$ cat src/rtl/circle_pkg.sv
// circle_pkg: shared types and constants for the midpoint circle/arc plotter.
// State encoding, octant ordering and mask-bit positions live here so the
// top level and the octant mapper agree on a single definition.
package circle_pkg;

  // Control states of the plotter.
  typedef enum logic [2:0] {
    ST_IDLE  = 3'd0,
    ST_INIT  = 3'd1,
    ST_CHECK = 3'd2,
    ST_PLOT  = 3'd3,
    ST_STEP  = 3'd4,
    ST_DONE  = 3'd5
  } state_t;

  // Octant visiting order: index k in PLOT draws the octant named here.
  localparam logic [2:0] OCT_1 = 3'd0;
  localparam logic [2:0] OCT_2 = 3'd1;
  localparam logic [2:0] OCT_4 = 3'd2;
  localparam logic [2:0] OCT_3 = 3'd3;
  localparam logic [2:0] OCT_5 = 3'd4;
  localparam logic [2:0] OCT_6 = 3'd5;
  localparam logic [2:0] OCT_8 = 3'd6;
  localparam logic [2:0] OCT_7 = 3'd7;
  localparam logic [2:0] OCT_LAST = OCT_7;

  // oct_mask bit positions, one per octant, in the same visiting order.
  localparam logic [7:0] MASK_OCT_1 = 8'h01;
  localparam logic [7:0] MASK_OCT_2 = 8'h02;
  localparam logic [7:0] MASK_OCT_4 = 8'h04;
  localparam logic [7:0] MASK_OCT_3 = 8'h08;
  localparam logic [7:0] MASK_OCT_5 = 8'h10;
  localparam logic [7:0] MASK_OCT_6 = 8'h20;
  localparam logic [7:0] MASK_OCT_8 = 8'h40;
  localparam logic [7:0] MASK_OCT_7 = 8'h80;

  // Larger of two widths; used to size the signed coordinate datapath.
  function automatic int max_w(input int a, input int b);
    return (a > b) ? a : b;
  endfunction

endpackage

$ cat src/rtl/circle_octant_map.sv
// circle_octant_map: purely combinational reflection of the first-octant
// offset pair (offset_x, offset_y) about the centre into the octant selected
// by oct_idx. Coordinates are signed and two bits wider than the widest
// operand, so centre +/- offset can never overflow; on_screen reports
// whether the resulting point lies inside the visible area.
module circle_octant_map
  import circle_pkg::*;
#(
  parameter int X_W      = 8,
  parameter int Y_W      = 7,
  parameter int R_W      = 8,
  parameter int SCREEN_W = 160,
  parameter int SCREEN_H = 120,
  parameter int XS_W     = max_w(X_W, R_W) + 2,
  parameter int YS_W     = max_w(Y_W, R_W) + 2
) (
  input  logic [2:0]              oct_idx,
  input  logic [X_W-1:0]          centre_x,
  input  logic [Y_W-1:0]          centre_y,
  input  logic [R_W-1:0]          offset_x,
  input  logic [R_W-1:0]          offset_y,
  output logic signed [XS_W-1:0]  x,
  output logic signed [YS_W-1:0]  y,
  output logic                    on_screen
);

  logic signed [XS_W-1:0] cx_s;
  logic signed [XS_W-1:0] ox_x_s;
  logic signed [XS_W-1:0] oy_x_s;
  logic signed [YS_W-1:0] cy_s;
  logic signed [YS_W-1:0] ox_y_s;
  logic signed [YS_W-1:0] oy_y_s;

  // Zero-extend all unsigned operands into the signed coordinate domain.
  assign cx_s   = $signed({{(XS_W-X_W){1'b0}}, centre_x});
  assign ox_x_s = $signed({{(XS_W-R_W){1'b0}}, offset_x});
  assign oy_x_s = $signed({{(XS_W-R_W){1'b0}}, offset_y});
  assign cy_s   = $signed({{(YS_W-Y_W){1'b0}}, centre_y});
  assign ox_y_s = $signed({{(YS_W-R_W){1'b0}}, offset_x});
  assign oy_y_s = $signed({{(YS_W-R_W){1'b0}}, offset_y});

  // Reflect the offset pair into the octant being drawn this cycle.
  always_comb begin
    x = cx_s;
    y = cy_s;
    case (oct_idx)
      OCT_1: begin x = cx_s + ox_x_s; y = cy_s + oy_y_s; end
      OCT_2: begin x = cx_s + oy_x_s; y = cy_s + ox_y_s; end
      OCT_4: begin x = cx_s - ox_x_s; y = cy_s + oy_y_s; end
      OCT_3: begin x = cx_s - oy_x_s; y = cy_s + ox_y_s; end
      OCT_5: begin x = cx_s - ox_x_s; y = cy_s - oy_y_s; end
      OCT_6: begin x = cx_s - oy_x_s; y = cy_s - ox_y_s; end
      OCT_8: begin x = cx_s + ox_x_s; y = cy_s - oy_y_s; end
      OCT_7: begin x = cx_s + oy_x_s; y = cy_s - ox_y_s; end
      default: begin x = cx_s; y = cy_s; end
    endcase
  end

  // Negative values are caught by the sign bit before the upper-bound compare.
  assign on_screen = !x[XS_W-1] && !y[YS_W-1] &&
                     (x < $signed(XS_W'(SCREEN_W))) &&
                     (y < $signed(YS_W'(SCREEN_H)));

endmodule

$ cat src/rtl/circle_arc.sv
// circle_arc: midpoint circle / arc plotter for a small VGA frame buffer.
// A request latches centre, radius, colour and octant mask, then walks the
// first-octant midpoint algorithm, spending exactly eight PLOT cycles per
// iteration (one per octant) so timing is independent of mask and clipping.
// Optional build macro CIRCLE_CLIP_EN: off-screen pixels are suppressed
// (vga_plot=0) instead of being wrapped to X_W/Y_W bits.
module circle_arc
  import circle_pkg::*;
#(
  parameter int X_W      = 8,
  parameter int Y_W      = 7,
  parameter int R_W      = 8,
  parameter int SCREEN_W = 160,
  parameter int SCREEN_H = 120
) (
  input  logic            clk,
  input  logic            rst_n,
  input  logic            start,
  input  logic [X_W-1:0]  centre_x,
  input  logic [Y_W-1:0]  centre_y,
  input  logic [R_W-1:0]  radius,
  input  logic [2:0]      colour,
  input  logic [7:0]      oct_mask,
  output logic            done,
  output logic [X_W-1:0]  vga_x,
  output logic [Y_W-1:0]  vga_y,
  output logic [2:0]      vga_colour,
  output logic            vga_plot
);

  localparam int XS_W = max_w(X_W, R_W) + 2;
  localparam int YS_W = max_w(Y_W, R_W) + 2;
  localparam int CW   = R_W + 3;

  state_t                 state_r;
  state_t                 state_next_s;

  logic [X_W-1:0]         cx_r;
  logic [Y_W-1:0]         cy_r;
  logic [R_W-1:0]         rad_r;
  logic [2:0]             col_r;
  logic [7:0]             mask_r;

  logic [R_W-1:0]         offset_x_r;
  logic [R_W-1:0]         offset_y_r;
  logic signed [CW-1:0]   crit_r;
  logic [2:0]             oct_idx_r;

  logic [R_W-1:0]         oy_inc_s;
  logic [R_W-1:0]         ox_next_s;
  logic                   crit_le0_s;
  logic signed [CW-1:0]   delta_s;
  logic signed [CW-1:0]   crit_step_s;
  logic signed [CW-1:0]   crit_init_s;

  logic signed [XS_W-1:0] px_s;
  logic signed [YS_W-1:0] py_s;
  logic                   on_screen_s;
  logic                   pix_en_s;
  logic                   unused_s;

  // State register.
  always_ff @(posedge clk or negedge rst_n) begin
    if (!rst_n) begin
      state_r <= ST_IDLE;
    end else begin
      state_r <= state_next_s;
    end
  end

  // Next-state decode; DONE waits for start to drop so a held start cannot retrigger.
  always_comb begin
    state_next_s = state_r;
    case (state_r)
      ST_IDLE: begin
        if (start) state_next_s = ST_INIT;
        else       state_next_s = ST_IDLE;
      end
      ST_INIT:  state_next_s = ST_CHECK;
      ST_CHECK: begin
        if (offset_y_r <= offset_x_r) state_next_s = ST_PLOT;
        else                          state_next_s = ST_DONE;
      end
      ST_PLOT: begin
        if (oct_idx_r == OCT_LAST) state_next_s = ST_STEP;
        else                       state_next_s = ST_PLOT;
      end
      ST_STEP:  state_next_s = ST_CHECK;
      ST_DONE: begin
        if (!start) state_next_s = ST_IDLE;
        else        state_next_s = ST_DONE;
      end
      default:  state_next_s = ST_IDLE;
    endcase
  end

  // Midpoint decision arithmetic for the STEP update and the INIT seed.
  always_comb begin
    oy_inc_s   = offset_y_r + {{(R_W-1){1'b0}}, 1'b1};
    crit_le0_s = crit_r[CW-1] || (crit_r == {CW{1'b0}});
    if (crit_le0_s) begin
      ox_next_s = offset_x_r;
    end else if (offset_x_r == {R_W{1'b0}}) begin
      // Only reachable with radius 0; holding at zero still ends the loop.
      ox_next_s = offset_x_r;
    end else begin
      ox_next_s = offset_x_r - {{(R_W-1){1'b0}}, 1'b1};
    end
    if (crit_le0_s) begin
      delta_s = $signed({{(CW-R_W){1'b0}}, oy_inc_s});
    end else begin
      delta_s = $signed({{(CW-R_W){1'b0}}, oy_inc_s}) -
                $signed({{(CW-R_W){1'b0}}, ox_next_s});
    end
    crit_step_s = crit_r + (delta_s <<< 1) + $signed({{(CW-1){1'b0}}, 1'b1});
    crit_init_s = $signed({{(CW-1){1'b0}}, 1'b1}) -
                  $signed({{(CW-R_W){1'b0}}, rad_r});
  end

  // Request latch, offsets, decision variable and octant counter.
  always_ff @(posedge clk or negedge rst_n) begin
    if (!rst_n) begin
      cx_r       <= {X_W{1'b0}};
      cy_r       <= {Y_W{1'b0}};
      rad_r      <= {R_W{1'b0}};
      col_r      <= 3'd0;
      mask_r     <= 8'h00;
      offset_x_r <= {R_W{1'b0}};
      offset_y_r <= {R_W{1'b0}};
      crit_r     <= {CW{1'b0}};
      oct_idx_r  <= 3'd0;
    end else begin
      case (state_r)
        ST_IDLE: begin
          if (start) begin
            cx_r   <= centre_x;
            cy_r   <= centre_y;
            rad_r  <= radius;
            col_r  <= colour;
            mask_r <= oct_mask;
          end
        end
        ST_INIT: begin
          offset_y_r <= {R_W{1'b0}};
          offset_x_r <= rad_r;
          crit_r     <= crit_init_s;
        end
        ST_CHECK: oct_idx_r <= OCT_1;
        ST_PLOT:  oct_idx_r <= oct_idx_r + 3'd1;
        ST_STEP: begin
          offset_y_r <= oy_inc_s;
          offset_x_r <= ox_next_s;
          crit_r     <= crit_step_s;
        end
        default: begin
          oct_idx_r <= oct_idx_r;
        end
      endcase
    end
  end

  circle_octant_map #(
    .X_W      (X_W),
    .Y_W      (Y_W),
    .R_W      (R_W),
    .SCREEN_W (SCREEN_W),
    .SCREEN_H (SCREEN_H),
    .XS_W     (XS_W),
    .YS_W     (YS_W)
  ) u_octant_map (
    .oct_idx   (oct_idx_r),
    .centre_x  (cx_r),
    .centre_y  (cy_r),
    .offset_x  (offset_x_r),
    .offset_y  (offset_y_r),
    .x         (px_s),
    .y         (py_s),
    .on_screen (on_screen_s)
  );

`ifdef CIRCLE_CLIP_EN
  assign pix_en_s = mask_r[oct_idx_r] & on_screen_s;
`else
  assign pix_en_s = mask_r[oct_idx_r];
`endif

  // Upper coordinate bits only matter for the on-screen test.
  assign unused_s = ^{on_screen_s, px_s[XS_W-1:X_W], py_s[YS_W-1:Y_W]};

  // Registered pixel bus and completion flag.
  always_ff @(posedge clk or negedge rst_n) begin
    if (!rst_n) begin
      done       <= 1'b0;
      vga_plot   <= 1'b0;
      vga_x      <= {X_W{1'b0}};
      vga_y      <= {Y_W{1'b0}};
      vga_colour <= 3'd0;
    end else begin
      done <= (state_next_s == ST_DONE);
      if (state_r == ST_PLOT) begin
        vga_plot   <= pix_en_s;
        vga_x      <= px_s[X_W-1:0];
        vga_y      <= py_s[Y_W-1:0];
        vga_colour <= col_r;
      end else begin
        vga_plot   <= 1'b0;
      end
    end
  end

endmodule

$ cat config.mk
export PLATFORM = sky130hd
export DESIGN_NAME = circle_arc
export DESIGN_NICKNAME = d
export VERILOG_FILES = /design/src/rtl/circle_pkg.sv /design/src/rtl/circle_octant_map.sv /design/src/rtl/circle_arc.sv
export SDC_FILE = /design/constraint.sdc
export NUM_CORES = 1
export LEC_CHECK = 0
export BUFFER_PORTS_ARGS = -buffer_cell sky130_fd_sc_hd__buf_2
export CORE_MARGIN = 1
export CORE_UTILIZATION = 36
export DETAILED_ROUTE_END_ITERATION = 8
export GPL_TIMING_DRIVEN = 0
export PLACE_DENSITY = 0.52
export SLEW_MARGIN = 20
export SYNTH_ARGS = -nofsm -noshare
export SYNTH_HDL_FRONTEND = slang
export SYNTH_SLANG_ARGS = --single-unit
$ cat constraint.sdc
create_clock -name clk -period 6.9 [get_ports clk]
set_input_delay 1.725 -clock clk [delete_from_list [all_inputs] [get_ports clk]]
set_output_delay 1.725 -clock clk [all_outputs]
set_load 0.02 [all_outputs]
# After elaboration in Yosys (flattened, before gate mapping)
# Index checks and enable logic that the tools add are counted.
[totals]
regBits = 87
latch_bits = 0
ramBits = 0
mem_bits_ro = 0
inputBits = 37
elab_cells = 79
n_memories = 0
[op_classes]
add_sub_neg = 15
multipliers = 0
n_div = 0
order_cmp = 2
n_eq_ne = 13
n_shift = 0
mux = 17
bitwise_logic = 0
n_reduce_logical = 17
[ops]
columns = ["operator", "n"]
rows = [
  ["$pmux W8 S2", 2],
  ["$pmux W8 S4", 1],
  ["$pmux W7 S4", 1],
  ["$pmux W11 S2", 1],
  ["$eq A3 B3 Y1 const B", 7],
  ["$reduce_or A2 Y1", 9],
  ["$add A8 B8 Y8", 2],
  ["$mux W8", 2],
  ["$sub A8 B8 Y8", 2],
  ["$pmux W3 S5", 1],
  ["$add A7 B7 Y7", 2],
  ["$sub A7 B7 Y7", 2],
  ["$eq A3 B2 Y1 const B", 4],
  ["$add A11 B11 Y11", 1],
  ["$add A11 B2 Y11 const B", 1],
  ["$logic_not A11 Y1", 1],
  ["$mux W10", 1],
  ["$mux W3", 3],
  ["$sub A1 B8 Y9 const A", 1],
  ["$sub A8 B8 Y9", 1],
  ["$add A8 B1 Y8 const B", 1],
  ["$le A8 B8 Y1", 1],
  ["$logic_not A8 Y1", 1],
  ["$sub A8 B1 Y8 const B", 1],
  ["other kinds (10)", 15],
]

# Depth between registers and ports, before layout
[depth]
depth_word = 8
depth_mapped = 22

# Hierarchy
# From an unflattened synthesis, not the netlist that was laid out.
[hier_totals]
cells_unflattened = 821
hier_area_um2 = 7541.0
[by_module_without_submodules]
columns = ["module", "n_inst", "cells_each", "area_per_inst_um2", "seq_area_each_um2"]
rows = [
  ["circle_arc", 1, 478, 4998.5, 2177.1],
  ["circle_octant_map", 1, 343, 2542.4, 0.0],
]

# Worst setup path after synthesis
# OpenSTA, ideal clock, no wires.
[synth_timing]
path_type = "register to register"
from = "register offset_x_r[0]"
to = "register crit_r[9]"
arrival_time_ns = 4.225
required_ns = 6.778
slack_ns = 2.553
stages_incl_launch_ff = 22
n_path_buf = 1
cell_sequence = "dfrtp_1 -> clkbuf_1 -> inv_1 -> ha_1 -> nor3b_4 -> nand2_1 -> o21a_1 -> xnor2_1 -> ha_1 -> inv_1 -> fa_1 -> a211oi_1 -> o21ai_0 -> a21oi_1 -> xor2_1 -> mux2i_1 -> ha_1 -> and3_1 -> a211o_1 -> a31oi_1 -> mux2i_1 -> nand2_1"
[synth_via]
elab_chain_cells = 8
[synth_lines]
columns = ["element", "line", "source"]
rows = [
  ["start: declaration", "circle_arc.sv:44", "logic [R_W-1:0] offset_x_r;"],
  ["start signal: assignment", "circle_arc.sv:128", "offset_x_r <= {R_W{1'b0}};"],
  ["start signal: assignment", "circle_arc.sv:145", "offset_x_r <= rad_r;"],
  ["start signal: assignment", "circle_arc.sv:152", "offset_x_r <= ox_next_s;"],
  ["$sub A8 B1 Y8 / $logic_not A8 Y1 (equally long branches)", "circle_arc.sv:107, circle_arc.sv:103", ""],
  ["$mux W8", "circle_arc.sv:103", "end else if (offset_x_r == {R_W{1'b0}}) begin"],
  ["$mux W8 *", "circle_arc.sv:101", "if (crit_le0_s) begin"],
  ["$sub A8 B8 Y9 *", "circle_arc.sv:112", "delta_s = $signed({{(CW-R_W){1'b0}}, oy_inc_s}) -"],
  ["$mux W10 *", "circle_arc.sv:109", "if (crit_le0_s) begin"],
  ["$add A11 B11 Y11 *", "circle_arc.sv:115", "crit_step_s = crit_r + (delta_s <<< 1) + $signed({{(CW-1){1'b0}}, 1'b1});"],
  ["$add A11 B2 Y11 *", "circle_arc.sv:115", ""],
  ["$pmux W11 S2 *", "circle_arc.sv:133", "case (state_r)"],
  ["end signal: assignment", "circle_arc.sv:130", "crit_r <= {CW{1'b0}};"],
  ["end signal: assignment", "circle_arc.sv:146", "crit_r <= crit_init_s;"],
  ["end signal: assignment", "circle_arc.sv:153", "crit_r <= crit_step_s;"],
  ["end: declaration", "circle_arc.sv:46", "logic signed [CW-1:0] crit_r;"],
]
# Mark *: on every way between the ends. The rest lies on a longest branch, timed or not.
# A chain may end at the register's enable or synchronous reset.

# Worst setup path in the final report
[layout_timing]
from = "register offset_x_r[0]"
to = "register crit_r[10]"
# Same word-level chain as after synthesis.

==> run metrics <==
status finished clean; CORE AREA roughly 0.017 sq mm; nets@finish between 800 and 900; cts repair resizes 0; H-tree depth 3; DR top layer met4; Final Wtd Congestion between 0.8 and 0.9; Min Hold Slack about 0.48 ns; max incr delay on CP between 0.4 and 0.5 ns; WL met3 around 730 um; post-CTS setup buffers 0; final period utilization 0.801; final worst slack around 1.4 ns; total negative setup slack 0 ns; DRT antenna net count 0; DP Cell Count 997; cell taking the most area after synthesis dfrtp_1; die width around 140 um; R2R Setup Slk roughly 1.4 ns; DRC 0; GRT Overall Usage 0.216; clk_skew roughly 0.015 ns; Fin. Hold Viols 0; area grow syn2layout 14.1%; syn_area_per_cell slightly below 9 sq um; RSZ-0062 raised after global routing false; CTS Buf Count 9; M1 WL 8790 um; clk buf depth 2; initial antenna violation count 0; Mapped Cells between 700 and 800; clk slew on worst S/H paths 0.08 ns; 1st-iter DRT viols ~280; Worst Hold Class reg2reg; CTS tree built; worst-margin pin slew roughly 0.69 ns; die area 0.0183 sq mm; Worst EP arrival around 5.7 ns; via count 5,666; kind of critical path reg2reg; cts hold-fix bufs 0; Fmax achieved around 0.18 GHz; global route total overflow 0; top post-synthesis cells by count dfrtp_1, nand2_1, a21oi_1; Max-slew headroom 0.539; Max Cap Viol 0; CP required about 7.1 ns; crit end category register; Starting Density 0.369; Power Density about 550 mW/mm^2; Max VDD drop approximately 0.22 mV; most frequent CP cell a21oi_1; yosys warns 0; largest net degree at the start of global routing 58; synthesized area around 0.0064 sq mm; Die Ht approximately 140 um; first-pass GRT wire length around 30,000 um; wire per inst ~18 um; Setup violations, final 0; FFs w/ async S/R, synth 1.00; syn_nets 806; Cell variety after synth 67; post-synthesis register bit count 87; dominant cells by area after synthesis dfrtp_1, ha_1, mux2_2, a21oi_1, o21ai_0; Port-buffer cells between 50 and 60; FP Rows 48; Vias/cell ~5.6; dpl ws around 1.4 ns; Detailed Route WL about 19,000 um; worst-path cell chain clkbuf_1 -> inv_1 -> ha_1 -> nor3b_4 -> nand2_1 -> o21ai_1 -> nor2_1 -> a21oi_1 -> ha_1 -> nor2b_1 -> o21ai_0 -> a21oi_1 -> o21ai_0 -> a21oi_1 -> nor3_1 -> ha_1 -> nand2_1 -> nor2_1 -> a221oi_1 -> o21ai_1 -> xor2_1 -> a21oi_1; DR pass1 iterations 7; ys flop type dfrtp_1; crit-path max FO 8; post-DP HPWL 14,500 um; Worst setup SP type register; CTS sink cnt between 80 and 90; Leakage about 3.3 nW; Top Ports 57; routed wl met2 around 8700 um; Final Max Tran Viols 0; Skew-Pair Late Insertion Delay around 0.36 ns; # diodes 0; non-filler cells, final between 1,000 and 1,500; highest-delay cell along the critical path a221oi_1; Post-synth EDFFs 0; top-area cell type share of the netlist area 0.340; clock period minus final worst setup slack ~5.5 ns; count leader, synth dfrtp_1; Root Buffer clkbuf_16; sequential fraction of the synthesis area 0.340; layout cells sized above 1 0.183; number of global-route vias before repair 5,599
## through the flow
stage / instance area, sq um / total power [mW] / utilization
after floorplan: 6400 / 2.85 / -
after CTS: 7300 / 4.04 / 0.421
final: 7300 / 4.03 / 0.421
after global placement: 6960 / 3.44 / 0.401
after global routing: 7300 / 4.39 / 0.421
after detailed placement: 6990 / 3.51 / 0.403
## layout make-up
type,instances,area (sq um)
clock buffers,9,225
well taps,225,282
fillers,1741,10100
flip-flops and latches,87,2180
inverters,38,143
plain buffers,38,174
multi-input cells,552,3910
clock inverters,7,86.3
repair buffers,57,310
## worst paths after layout
check,from,to,cells past startpoint
hold / removal,vga_y[4]$_DFFE_PN0P_,vga_y[4]$_DFFE_PN0P_,2
hold reg to reg,vga_y[4]$_DFFE_PN0P_,vga_y[4]$_DFFE_PN0P_,2
setup / recovery,offset_x_r[0]$_DFFE_PN0P_,crit_r[10]$_DFFE_PN0P_,22
setup reg to reg,offset_x_r[0]$_DFFE_PN0P_,crit_r[10]$_DFFE_PN0P_,22
min in group asynchronous,rst_n,vga_y[2]$_DFFE_PN0P_,1
max in group asynchronous,rst_n,rad_r[3]$_DFFE_PN0P_,2
## kinds of logic (layout without fill, tap and decap cells)
| logic type | after synthesis | after routing | share of synthesized area |
|---|---|---|---|
| compound gates | 213 | 213 | 0.206 |
| xor+xnor | 39 | 39 | 0.0557 |
| fa+ha+maj | 54 | 54 | 0.110 |
| flops | 87 | 87 | 0.340 |
| mux | 49 | 49 | 0.0905 |
| simple gates | 197 | 197 | 0.148 |
| buf+inv | 76 | 149 | 0.0495 |
## layout by cell type, fill, tap and decap left out, types with 5 or more instances in the layout
cell type,instances
dfrtp_1,87
mux2_2,41
o31ai_1,7
a21o_1,11
clkbuf_16,9
o21a_1,8
o21ai_1,10
o21ai_0,52
xor2_1,17
a21oi_1,60
a211oi_1,7
a31oi_1,6
o211ai_1,8
o22ai_1,11
nor2b_1,5
nand2b_1,5
xnor2_1,21
nor2_1,49
nand3_1,14
nand2_1,69
o221ai_1,5
buf_2,68
mux2i_1,5
clkbuf_1,22
inv_1,37
nor3_1,18
and3_1,11
ha_1,50
## registers in the layout (all words and copies together) (netlist names), 7 cells and up
signal      cells
cx_r            8
cy_r            7
rad_r           8
crit_r         11
offset_y_r      8
vga_x           8
mask_r          8
vga_y           7
offset_x_r      8
## routing by layer
| layer | global-route usage | vias to the layer above |
|---|---|---|
| li1 | - | 2718 |
| met1 | 0.294 | 2768 |
| met2 | 0.354 | 159 |
| met3 | 0.0266 | 21 |
| met4 | 0.0705 | 0 |
| met5 | 0 | - |
## where the power goes
part / internal (mW) / leakage [nW] / total [mW] / switching (mW)
Combinational: 1.10 / 2.13 / 2.58 / 1.48
Clock: 0.260 / 0.151 / 0.511 / 0.252
Sequential: 0.749 / 1.07 / 0.937 / 0.188
Total: 2.11 / 3.35 / 4.03 / 1.92
## worst max-delay path, delay by kind of cell (launching register included)
family | cells | cell delay, ns
AOI/OAI and AO/OA | 9 | 2.19
xor gates and xnor gates | 1 | 0.19
adders and majority gates | 3 | 0.98
DFF | 1 | 0.40
buffers and inverters | 2 | 0.47
and+or+nand+nor | 7 | 1.14
Power figures use the tool's default switching activity.
